### config.mk
export PLATFORM = sky130hd
export DESIGN_NAME = rob_mc_flat
export DESIGN_NICKNAME = d
export VERILOG_FILES = /design/src/rtl/rob_mc_if.sv /design/src/rtl/rob_mc.sv /design/src/flat_wrapper.sv
export SDC_FILE = /design/constraint.sdc
export NUM_CORES = 2
export LEC_CHECK = 0
export ABC_AREA = 1
export BUFFER_PORTS_ARGS = -buffer_cell sky130_fd_sc_hd__buf_2
export CORE_ASPECT_RATIO = 1.75
export CORE_UTILIZATION = 30
export CTS_CLUSTER_DIAMETER = 40
export CTS_CLUSTER_SIZE = 30
export DETAILED_ROUTE_END_ITERATION = 16
export PLACE_DENSITY_LB_ADDON = 0.25
export SETUP_SLACK_MARGIN = 0.02
export SYNTH_ARGS = -nofsm -noshare
export SYNTH_HDL_FRONTEND = slang
export SYNTH_SLANG_ARGS = --single-unit
### constraint.sdc
create_clock -name clk -period 9.14 [get_ports clk]
set_input_delay 0.914 -clock clk [delete_from_list [all_inputs] [get_ports clk]]
set_output_delay 0.914 -clock clk [all_outputs]
set_load 0.01 [all_outputs]
### src/rtl/rob_mc_if.sv
// rob_mc_if: bundles the dispatch, completion, lookup, commit and flush
// signals of the reorder buffer. clk and rst stay plain ports on the module.
// Optional exception signals exist only when ROB_MC_EXC_EN is defined.
interface rob_mc_if #(
  parameter int DEPTH    = 16,
  parameter int PTR_W    = $clog2(DEPTH),
  parameter int CDB_N    = 2,
  parameter int COMMIT_W = 2
);
  logic                      disp_valid;
  logic                      disp_ready;
  logic [31:0]               disp_inst;
  logic [31:0]               disp_pc;
  logic                      disp_has_rd;
  logic [PTR_W-1:0]          disp_id;
  logic [CDB_N-1:0]          cdb_wr;
  logic [CDB_N*PTR_W-1:0]    cdb_id;
  logic [CDB_N*32-1:0]       cdb_wdata;
  logic [2*PTR_W-1:0]        lk_id;
  logic [1:0]                lk_ready;
  logic [63:0]               lk_wdata;
  logic [COMMIT_W-1:0]       cmt_valid;
  logic [COMMIT_W-1:0]       cmt_rd_wr;
  logic [COMMIT_W*5-1:0]     cmt_rd;
  logic [COMMIT_W*32-1:0]    cmt_wdata;
  logic [COMMIT_W*32-1:0]    cmt_pc;
  logic [COMMIT_W*PTR_W-1:0] cmt_id;
  logic                      flush;
  logic [PTR_W:0]            count;
  logic                      empty;
`ifdef ROB_MC_EXC_EN
  logic [CDB_N-1:0]          cdb_exc;
  logic                      exc_req;
  logic [31:0]               exc_pc;
`endif

  // The reorder buffer side.
  modport slave (
    input  disp_valid, disp_inst, disp_pc, disp_has_rd,
    output disp_ready, disp_id,
    input  cdb_wr, cdb_id, cdb_wdata,
    input  lk_id,
    output lk_ready, lk_wdata,
    output cmt_valid, cmt_rd_wr, cmt_rd, cmt_wdata, cmt_pc, cmt_id,
    input  flush,
    output count, empty
`ifdef ROB_MC_EXC_EN
    , input cdb_exc,
    output exc_req, exc_pc
`endif
  );

  // The dispatch / execute / retire side.
  modport master (
    output disp_valid, disp_inst, disp_pc, disp_has_rd,
    input  disp_ready, disp_id,
    output cdb_wr, cdb_id, cdb_wdata,
    output lk_id,
    input  lk_ready, lk_wdata,
    input  cmt_valid, cmt_rd_wr, cmt_rd, cmt_wdata, cmt_pc, cmt_id,
    output flush,
    input  count, empty
`ifdef ROB_MC_EXC_EN
    , output cdb_exc,
    input  exc_req, exc_pc
`endif
  );
endinterface

### src/rtl/rob_mc.sv
// rob_mc: multi-port reorder buffer. Allocates one entry per dispatch,
// takes results from CDB_N completion buses, serves two operand lookups
// with same-cycle CDB bypass, and retires up to COMMIT_W ready entries per
// cycle in program order. Define ROB_MC_EXC_EN to add per-entry exception
// tracking that halts retirement at an excepting entry.
module rob_mc #(
  parameter int DEPTH    = 16,
  parameter int PTR_W    = $clog2(DEPTH),
  parameter int CDB_N    = 2,
  parameter int COMMIT_W = 2
) (
  input logic     clk,
  input logic     rst,
  rob_mc_if.slave bus
);
  // Control state (reset)
  logic [DEPTH-1:0] vld_q;
  logic [DEPTH-1:0] rdy_q;
  logic [PTR_W-1:0] hptr_q;
  logic [PTR_W-1:0] tptr_q;
  logic [PTR_W:0]   count_q;
`ifdef ROB_MC_EXC_EN
  logic [DEPTH-1:0] exc_q;
`endif

  // Payload state (never reset; only read while the entry is valid).
  // Only the rd field of the instruction word is consumed at retire.
  logic [31:0]      pc_q    [DEPTH];
  logic [4:0]       rd_q    [DEPTH];
  logic [31:0]      wdata_q [DEPTH];
  logic [DEPTH-1:0] has_rd_q;

  logic           disp_rdy;
  logic           disp_fire;
  logic [PTR_W:0] retired;
  logic           unused_inst;

  assign unused_inst = ^{bus.disp_inst[31:12], bus.disp_inst[6:0]};

  assign disp_rdy       = (count_q != (PTR_W+1)'(DEPTH)) & ~bus.flush;
  assign disp_fire      = bus.disp_valid & disp_rdy;
  assign bus.disp_ready = disp_rdy;
  assign bus.disp_id    = tptr_q;
  assign bus.count      = count_q;
  assign bus.empty      = (count_q == '0);

`ifdef ROB_MC_EXC_EN
  // Head entry carries an exception: hold it and request a redirect.
  assign bus.exc_req = vld_q[hptr_q] & rdy_q[hptr_q] & exc_q[hptr_q];
  assign bus.exc_pc  = bus.exc_req ? pc_q[hptr_q] : 32'd0;
`endif

  // Commit lanes: consecutive valid+ready entries from the head.
  always_comb begin
    logic             chain;
    logic [PTR_W-1:0] idx;
    bus.cmt_valid = '0;
    bus.cmt_rd_wr = '0;
    bus.cmt_rd    = '0;
    bus.cmt_wdata = '0;
    bus.cmt_pc    = '0;
    bus.cmt_id    = '0;
    retired       = '0;
    chain         = ~bus.flush;
    idx           = hptr_q;
    for (int k = 0; k < COMMIT_W; k++) begin
      idx   = hptr_q + PTR_W'(k);
`ifdef ROB_MC_EXC_EN
      chain = chain & vld_q[idx] & rdy_q[idx] & ~exc_q[idx];
`else
      chain = chain & vld_q[idx] & rdy_q[idx];
`endif
      if (chain) begin
        bus.cmt_valid[k]               = 1'b1;
        bus.cmt_rd_wr[k]               = has_rd_q[idx];
        bus.cmt_rd[k*5 +: 5]           = has_rd_q[idx] ? rd_q[idx] : 5'd0;
        bus.cmt_wdata[k*32 +: 32]      = wdata_q[idx];
        bus.cmt_pc[k*32 +: 32]         = pc_q[idx];
        bus.cmt_id[k*PTR_W +: PTR_W]   = idx;
        retired                        = retired + (PTR_W+1)'(1);
      end
    end
  end

  // Operand lookup: stored result first, else lowest matching CDB port.
  always_comb begin
    logic [PTR_W-1:0] sid;
    bus.lk_ready = '0;
    bus.lk_wdata = '0;
    sid          = '0;
    for (int s = 0; s < 2; s++) begin
      sid = bus.lk_id[s*PTR_W +: PTR_W];
      if (vld_q[sid] & rdy_q[sid]) begin
        bus.lk_ready[s]          = 1'b1;
        bus.lk_wdata[s*32 +: 32] = wdata_q[sid];
      end else begin
        for (int p = CDB_N-1; p >= 0; p--) begin
          if (bus.cdb_wr[p] && (bus.cdb_id[p*PTR_W +: PTR_W] == sid)) begin
            bus.lk_ready[s]          = 1'b1;
            bus.lk_wdata[s*32 +: 32] = bus.cdb_wdata[p*32 +: 32];
          end
        end
      end
    end
  end

  // Control update: completion, retire clear, allocation, pointers, count.
  always_ff @(posedge clk or negedge rst) begin
    if (!rst) begin
      vld_q   <= '0;
      rdy_q   <= '0;
      hptr_q  <= '0;
      tptr_q  <= '0;
      count_q <= '0;
`ifdef ROB_MC_EXC_EN
      exc_q   <= '0;
`endif
    end else if (bus.flush) begin
      vld_q   <= '0;
      rdy_q   <= '0;
      hptr_q  <= '0;
      tptr_q  <= '0;
      count_q <= '0;
`ifdef ROB_MC_EXC_EN
      exc_q   <= '0;
`endif
    end else begin
      // Descending port order so the lowest port's write lands last.
      for (int p = CDB_N-1; p >= 0; p--) begin
        if (bus.cdb_wr[p] && vld_q[bus.cdb_id[p*PTR_W +: PTR_W]]) begin
          rdy_q[bus.cdb_id[p*PTR_W +: PTR_W]] <= 1'b1;
`ifdef ROB_MC_EXC_EN
          exc_q[bus.cdb_id[p*PTR_W +: PTR_W]] <= bus.cdb_exc[p];
`endif
        end
      end
      for (int k = 0; k < COMMIT_W; k++) begin
        if (bus.cmt_valid[k]) begin
          vld_q[hptr_q + PTR_W'(k)] <= 1'b0;
          rdy_q[hptr_q + PTR_W'(k)] <= 1'b0;
        end
      end
      if (disp_fire) begin
        vld_q[tptr_q] <= 1'b1;
        rdy_q[tptr_q] <= 1'b0;
`ifdef ROB_MC_EXC_EN
        exc_q[tptr_q] <= 1'b0;
`endif
        tptr_q        <= tptr_q + PTR_W'(1);
      end
      hptr_q  <= hptr_q + retired[PTR_W-1:0];
      count_q <= count_q + (PTR_W+1)'(disp_fire) - retired;
    end
  end

  // Payload capture at dispatch and completion.
  always_ff @(posedge clk) begin
    if (disp_fire) begin
      pc_q[tptr_q]     <= bus.disp_pc;
      rd_q[tptr_q]     <= bus.disp_inst[11:7];
      has_rd_q[tptr_q] <= bus.disp_has_rd;
    end
    for (int p = CDB_N-1; p >= 0; p--) begin
      if (bus.cdb_wr[p] && !bus.flush && vld_q[bus.cdb_id[p*PTR_W +: PTR_W]]) begin
        wdata_q[bus.cdb_id[p*PTR_W +: PTR_W]] <= bus.cdb_wdata[p*32 +: 32];
      end
    end
  end
endmodule

### src/flat_wrapper.sv
// flat-port wrapper written by rule: the top's interface ports become plain ports
module rob_mc_flat 
#(
  parameter int DEPTH    = 16,
  parameter int PTR_W    = $clog2(DEPTH),
  parameter int CDB_N    = 2,
  parameter int COMMIT_W = 2
)
  (clk, rst, bus_disp_valid, bus_disp_inst, bus_disp_pc, bus_disp_has_rd, bus_disp_ready, bus_disp_id, bus_cdb_wr, bus_cdb_id, bus_cdb_wdata, bus_lk_id, bus_lk_ready, bus_lk_wdata, bus_cmt_valid, bus_cmt_rd_wr, bus_cmt_rd, bus_cmt_wdata, bus_cmt_pc, bus_cmt_id, bus_flush, bus_count, bus_empty);
  rob_mc_if #(.DEPTH(DEPTH), .PTR_W(PTR_W), .CDB_N(CDB_N), .COMMIT_W(COMMIT_W)) bus_i ();
  input logic clk;
  input logic rst;
  input wire logic [$bits(bus_i.disp_valid)-1:0] bus_disp_valid;
  input wire logic [$bits(bus_i.disp_inst)-1:0] bus_disp_inst;
  input wire logic [$bits(bus_i.disp_pc)-1:0] bus_disp_pc;
  input wire logic [$bits(bus_i.disp_has_rd)-1:0] bus_disp_has_rd;
  output wire logic [$bits(bus_i.disp_ready)-1:0] bus_disp_ready;
  output wire logic [$bits(bus_i.disp_id)-1:0] bus_disp_id;
  input wire logic [$bits(bus_i.cdb_wr)-1:0] bus_cdb_wr;
  input wire logic [$bits(bus_i.cdb_id)-1:0] bus_cdb_id;
  input wire logic [$bits(bus_i.cdb_wdata)-1:0] bus_cdb_wdata;
  input wire logic [$bits(bus_i.lk_id)-1:0] bus_lk_id;
  output wire logic [$bits(bus_i.lk_ready)-1:0] bus_lk_ready;
  output wire logic [$bits(bus_i.lk_wdata)-1:0] bus_lk_wdata;
  output wire logic [$bits(bus_i.cmt_valid)-1:0] bus_cmt_valid;
  output wire logic [$bits(bus_i.cmt_rd_wr)-1:0] bus_cmt_rd_wr;
  output wire logic [$bits(bus_i.cmt_rd)-1:0] bus_cmt_rd;
  output wire logic [$bits(bus_i.cmt_wdata)-1:0] bus_cmt_wdata;
  output wire logic [$bits(bus_i.cmt_pc)-1:0] bus_cmt_pc;
  output wire logic [$bits(bus_i.cmt_id)-1:0] bus_cmt_id;
  input wire logic [$bits(bus_i.flush)-1:0] bus_flush;
  output wire logic [$bits(bus_i.count)-1:0] bus_count;
  output wire logic [$bits(bus_i.empty)-1:0] bus_empty;
  assign bus_i.disp_valid = bus_disp_valid;
  assign bus_i.disp_inst = bus_disp_inst;
  assign bus_i.disp_pc = bus_disp_pc;
  assign bus_i.disp_has_rd = bus_disp_has_rd;
  assign bus_disp_ready = bus_i.disp_ready;
  assign bus_disp_id = bus_i.disp_id;
  assign bus_i.cdb_wr = bus_cdb_wr;
  assign bus_i.cdb_id = bus_cdb_id;
  assign bus_i.cdb_wdata = bus_cdb_wdata;
  assign bus_i.lk_id = bus_lk_id;
  assign bus_lk_ready = bus_i.lk_ready;
  assign bus_lk_wdata = bus_i.lk_wdata;
  assign bus_cmt_valid = bus_i.cmt_valid;
  assign bus_cmt_rd_wr = bus_i.cmt_rd_wr;
  assign bus_cmt_rd = bus_i.cmt_rd;
  assign bus_cmt_wdata = bus_i.cmt_wdata;
  assign bus_cmt_pc = bus_i.cmt_pc;
  assign bus_cmt_id = bus_i.cmt_id;
  assign bus_i.flush = bus_flush;
  assign bus_count = bus_i.count;
  assign bus_empty = bus_i.empty;
  rob_mc #(.DEPTH(DEPTH), .PTR_W(PTR_W), .CDB_N(CDB_N), .COMMIT_W(COMMIT_W)) u_core (.clk(clk), .rst(rst), .bus(bus_i));
endmodule
# == Word-level counts from Yosys, hierarchy flattened ==
# Memory sizes are Yosys's and may differ from the RTL's.
# Index checks and enable logic that the tools add are counted.
# classes
n_addsub,6
order_cmp,12
eq_ne,5
muxes,89
bitwise,20
reduce_logical,18
# op_table
operator,n
$mux 32,10
$mux 16,16
$and 16x16->16,5
$bmux 1 s4,12
$not 16->16,3
$or 16x16->16,3
$lt 4x5->1 const B,7
$mux 1,34
$mux 5,6
$demux 1 s4,5
$ge 4x1->1 const B,5
$mux 4,5
$bwmux 16,1
$eq 4x4->1,4
$logic_and 1x1->1,15
$add 4x1->4 const B,2
$and 1x1->1,8
$add 5x1->5,1
$logic_not 5->1,1
$ne 5x5->1 const B,1
$sub 5x5->5,1
$add 4x4->4,1
$add 1x1->2 const B,1
$reduce_bool 2->1,1
2 further kinds,2
# word_totals
reg_bits,61
ramBits,1104
out_inout_bits,227
mem_count,3
# memory_table
name,words,width,read_ports,rd_ports_with_merged_regs,write_ports,line,source
u_core.pc_q,16,32,2,0,1,rob_mc.sv:28,logic [31:0] pc_q [DEPTH];
u_core.wdata_q,16,32,4,0,2,rob_mc.sv:30,logic [31:0] wdata_q [DEPTH];
u_core.rd_q,16,5,2,0,1,rob_mc.sv:29,logic [4:0] rd_q [DEPTH];

# == Depth between registers and ports, before layout ==
# logic_depth
word_depth,19
depth_mapped,28

# == Least setup slack after synthesis ==
# OpenSTA, ideal clock, no wires.
# synth_timing
kind,input-to-reg
start,in bus_cdb_id[5]
end,"mem u_core.wdata_q[12][0], enable pin"
setup_ns,0.470
t_arrival_ns,4.311
path_slack_ns,4.360
path_stages,11
path_cell_list,buf_2 -> inv_1 -> nor2_1 -> nand2_1 -> nand4_1 -> nand2_1 -> nand2_1 -> inv_1 -> nand2_1 -> nand2_1 -> o31ai_1
# synth_lines
item,line,source
from (decl),flat_wrapper.sv:20,input wire logic [$bits(bus_i.cdb_id)-1:0] bus_cdb_id;
to (decl),rob_mc.sv:30,

# == Worst setup path after layout ==
# layout_timing
start,reg u_core.hptr_q[0]
end,out bus_cmt_wdata[34]
# layout_via
elab_chain_cells,7
word_cells_on_any_way,15
classes_between,1 x add/sub; 9 x mux; 4 x bitwise; 1 x memory
# layout_rtl
item,line,source
from (decl),rob_mc.sv:19,logic [PTR_W-1:0] hptr_q;
from (signal assigned),rob_mc.sv:151,hptr_q <= hptr_q + retired[PTR_W-1:0];
"parallel branches: the longest is 6 deep, another holds $add 4x1->4",-,
$mux 32 (*),rob_mc.sv:73,if (chain) begin
to (decl),flat_wrapper.sv:28,output wire logic [$bits(bus_i.cmt_wdata)-1:0] bus_cmt_wdata;
# Mark *: on every way between the ends. The select of a mux whose other input is x is not followed.

==> insert_results.sql <==
INSERT INTO impl_metrics (metric_group, metric, value, unit) VALUES
('drt', 'post_drt_wl_per_cell', '26.95', 'um'),
('timing', 'timing.max_slew.rel_slack', '0.1049', ''),
('place', 'dp_hpwl', '198.6', 'mm'),
('place', 'placedInstanceArea', '0.07854', 'mm^2'),
('global_route', 'global_route_wire_length_before_repair', '489.9', 'mm'),
('outcome', 'run_status', 'completed', ''),
('drt', 'drt_pass1_iterations', '6', ''),
('global_route', 'maximum_number_of_pins_on_one_net_before_global_route_repair', '226', ''),
('cts', 'path_clk_slew', '0.06', 'ns'),
('timing', 'max_slew.worst_pin.slew', '1.343', 'ns'),
('setup_path', 'worst-path-max-fanout', '99', ''),
('cts', 'hold_fix_buffers_at_cts', '0', ''),
('synthesis', 'synth_cell_type_count', '40', ''),
('timing', 'worst_hold_slack', '0.2269', 'ns'),
('setup_path', 'worst_path_max_delay_cell', 'sky130_fd_sc_hd__dfrtp_4', ''),
('cts', 'cts_root_buf', 'sky130_fd_sc_hd__clkbuf_16', ''),
('place', 'port_buffers', '350', ''),
('die', 'fp.dieH', '662.7', 'um'),
('hold_path', 'min_path_type', 'input port to async pin', ''),
('synthesis', 'post_synth_inst_count', '9733', ''),
('setup_path', 'critical-path-max-stage-delay', '0.92', 'ns'),
('power_and_ir_drop', 'leakagePower', '32.58', 'nW'),
('synthesis', 'syn_nets', '9908', ''),
('layout', 'layout-area-overhead-vs-synth', '12.99', '%'),
('die', 'die-width', '379.6', 'um'),
('drt', 'drtAntennaViolNets', '0', ''),
('die', 'die_area', '0.2516', 'mm^2'),
('global_route', 'grt.met2_usage', '0.4384', ''),
('synthesis', 'synth_sequential_area_ratio', '0.4644', ''),
('drt', 'post_detailed_route_via_to_cell_ratio', '5.848', ''),
('die', 'std_cell_rows', '242', ''),
('setup_path', 'ff2ff_path_depth', '21', ''),
('timing', 'achievable-frequency', '138.8', 'MHz'),
('cts', 'tritoncts.num_buffers', '179', ''),
('global_route', 'overflow', '0', ''),
('drt', 'drt_drc_violations_left', '0', ''),
('timing', 'setup_ws', '1.937', 'ns'),
('synthesis', 'ys_warn_count', '0', ''),
('global_route', 'antenna_found_initial', '32', ''),
('setup_path', 'path_cells', 'inv_8, ha_4, inv_8, buf_4, buf_4, a21oi_1, o21ai_0, o21ai_0, nand2_1, o2111ai_1, nor2_1, buf_2', ''),
('layout', 'final_common_cell', 'sky130_fd_sc_hd__o21ai_0', ''),
('cts', 'cts.htree.levels', '4', ''),
('timing', 'min_period', '7.203', 'ns'),
('setup_path', 'path_class', 'flop to primary output', ''),
('global_route', 'grt_pass1_vias', '70458', ''),
('die', 'core_region_area', '0.2480', 'mm^2'),
('global_route', 'globalRouteMet1Util', '0.3080', ''),
('setup_path', 'critPathLaunchType', 'flop', ''),
('setup_path', 'cp.arrival', '6.29', 'ns'),
('cts', 'cts_setup_buffers', '0', ''),
('global_route', 'grt_util_met3', '0.05033', ''),
('layout', 'final_net_count', '9687', ''),
('cts', 'cts_buffer_depth', '4', ''),
('power_and_ir_drop', 'ir_drop', '0.0001322', 'V'),
('synthesis', 'synth-seq-cells', '1165', ''),
('cts', 'clock_sinks', '1165', ''),
('timing', 'grt_setup_unrepaired', 'no', ''),
('timing', 'clock_skew', '0.07358', 'ns'),
('place', 'place_congestion', '0.9030', ''),
('global_route', 'top_usage_layer', 'met2', ''),
('cts', 'tritoncts_clock_tree', 'built', ''),
('layout', 'finish.instance_area', '0.08456', 'mm^2'),
('layout', 'layout.cells.most_common_list', 'sky130_fd_sc_hd__o21ai_0, sky130_fd_sc_hd__nand2_1, sky130_fd_sc_hd__a21oi_1, sky130_fd_sc_hd__edfxtp_1, sky130_fd_sc_hd__nor2_1', ''),
('die', 'design.portCount', '378', ''),
('cts', 'postCtsResizedCells', '0', ''),
('timing', 'final.setup.tns', '0', 'ns'),
('place', 'preCtsSetupSlack', '2.845', 'ns'),
('drt', 'routed_wl', '349.3', 'mm'),
('timing', 'finalHoldViolCount', '0', ''),
('global_route', 'groute.usage.overall', '0.2650', ''),
('cts', 'worstSkewPairLatency', '0.86', 'ns'),
('synthesis', 'avgSynthCellArea', '7.689', 'um^2'),
('run', 'max_cap_viol', '0', ''),
('die', 'initial_core_util', '0.3018', ''),
('synthesis', 'mappedNetlistArea', '0.07484', 'mm^2'),
('timing', 'report.final.setup_viol', '0', ''),
('setup_path', 'critical_path_required', '8.23', 'ns'),
('drt', 'vias', '75786', ''),
('setup_path', 'critPathCaptureType', 'primary output', ''),
('timing', 'final_max_slew_viol_count', '0', ''),
('layout', 'share_of_cells_above_drive_strength_1', '0.09325', ''),
('timing', 'min_period_over_period', '0.7881', ''),
('power_and_ir_drop', 'p_per_cell_area', '166.3', 'mW/mm^2'),
('drt', 'first_iter_violations', '9680', '');
## metal layers
metal  part of all wire  vias to the layer above
li1                   -                    33719
met1               0.36                    35933
met2               0.47                     4815
met3               0.10                     1303
met4              0.075                       16
met5            0.00030                        -
## stage by stage
| stage | utilization | power (W) | std cells |
|---|---|---|---|
| after global placement | 0.3167 | 0.007122 | 12625 |
| after CTS | 0.3408 | 0.01412 | 12945 |
| final | 0.3410 | 0.01406 | 12960 |
| after floorplan | - | 0.006647 | 9733 |
| after global routing | 0.3409 | 0.01441 | 12951 |
| after detailed placement | 0.3167 | 0.007141 | 12625 |
## cell usage after synthesis, drive strengths merged
cell type	count	share of area
dfrtp	45	0.015
edfxtp	1120	0.45
a21oi	1360	0.091
nand4	20	0.0017
ha	22	0.0037
o211ai	306	0.031
nand3b	1	0.00010
inv	726	0.036
nor3	45	0.0030
buf	329	0.022
a21o	3	0.00030
o2111ai	59	0.0069
clkbuf	571	0.029
o21ai	1975	0.13
o31ai	10	0.0010
clkinv	4	0.00020
a211oi	33	0.0033
nand2	1608	0.081
o22ai	8	0.00067
nand3	393	0.026
a22oi	130	0.013
fa	2	0.00053
xor2	2	0.00023
nor2	901	0.046
a22o	52	0.0061
a31oi	3	0.00025
a2111oi	1	0.00012
xnor2	4	0.00057
## path summary, 6_finish.rpt
kind,startpoint,to,slack (ns)
setup / recovery,u_core.hptr_q[0],bus_cmt_wdata[34],1.94
hold / removal,rst,u_core.bus.count[3],0.23
setup reg to reg,u_core.hptr_q[1],u_core.bus.count[4],2.92
hold reg to reg,u_core.rdy_q[8],u_core.rdy_q[8],0.63
max in group asynchronous,rst,u_core.hptr_q[1],8.37
min in group clk,bus_cdb_wdata[13],u_core.wdata_q[9][13],0.43
## power by group
part / leakage [nW] / switching (W) / internal (W)
clock network: 2.88 / 0.00283 / 0.00418
logic: 19.0 / 0.000834 / 0.000287
registers: 10.7 / 0.0000243 / 0.00591
## worst max-delay path, delay by kind of cell (launching register included)
family / cells / cell delay, ns
compound gates: 4 / 0.44
fa+ha+maj: 1 / 0.40
buf+inv: 5 / 2.91
flops: 1 / 0.92
simple gates: 2 / 0.64
## final cells by class
class                      count  area, um^2
timing repair buffer         498        2980
clock buffer                 193        4574
multi-input combinational   6938       33900
sequential                  1165       34770
antenna                       15       37.54
clock inverter               127        1406
fill                       25658      163400
tap                         3294        4121
inverter                     730        2773
## registers in the layout, summed over array words and instances (netlist names)
name / count
u_core.rdy_q: 16
u_core.hptr_q: 4
u_core.has_rd_q: 16
u_core.pc_q: 512
u_core.wdata_q: 512
u_core.bus.disp_id: 4
u_core.bus.count: 5
u_core.rd_q: 80
u_core.vld_q: 16
## logic make-up after synthesis
kind of cell | after synthesis | share of synthesized area
fa+ha+maj | 24 | 0.004213
buf+inv | 1630 | 0.08698
compound gates | 3940 | 0.2854
xor+xnor | 6 | 0.0008026
simple gates | 2968 | 0.1582
flops | 1165 | 0.4644
No activity file was read; power rests on OpenSTA's default activity.
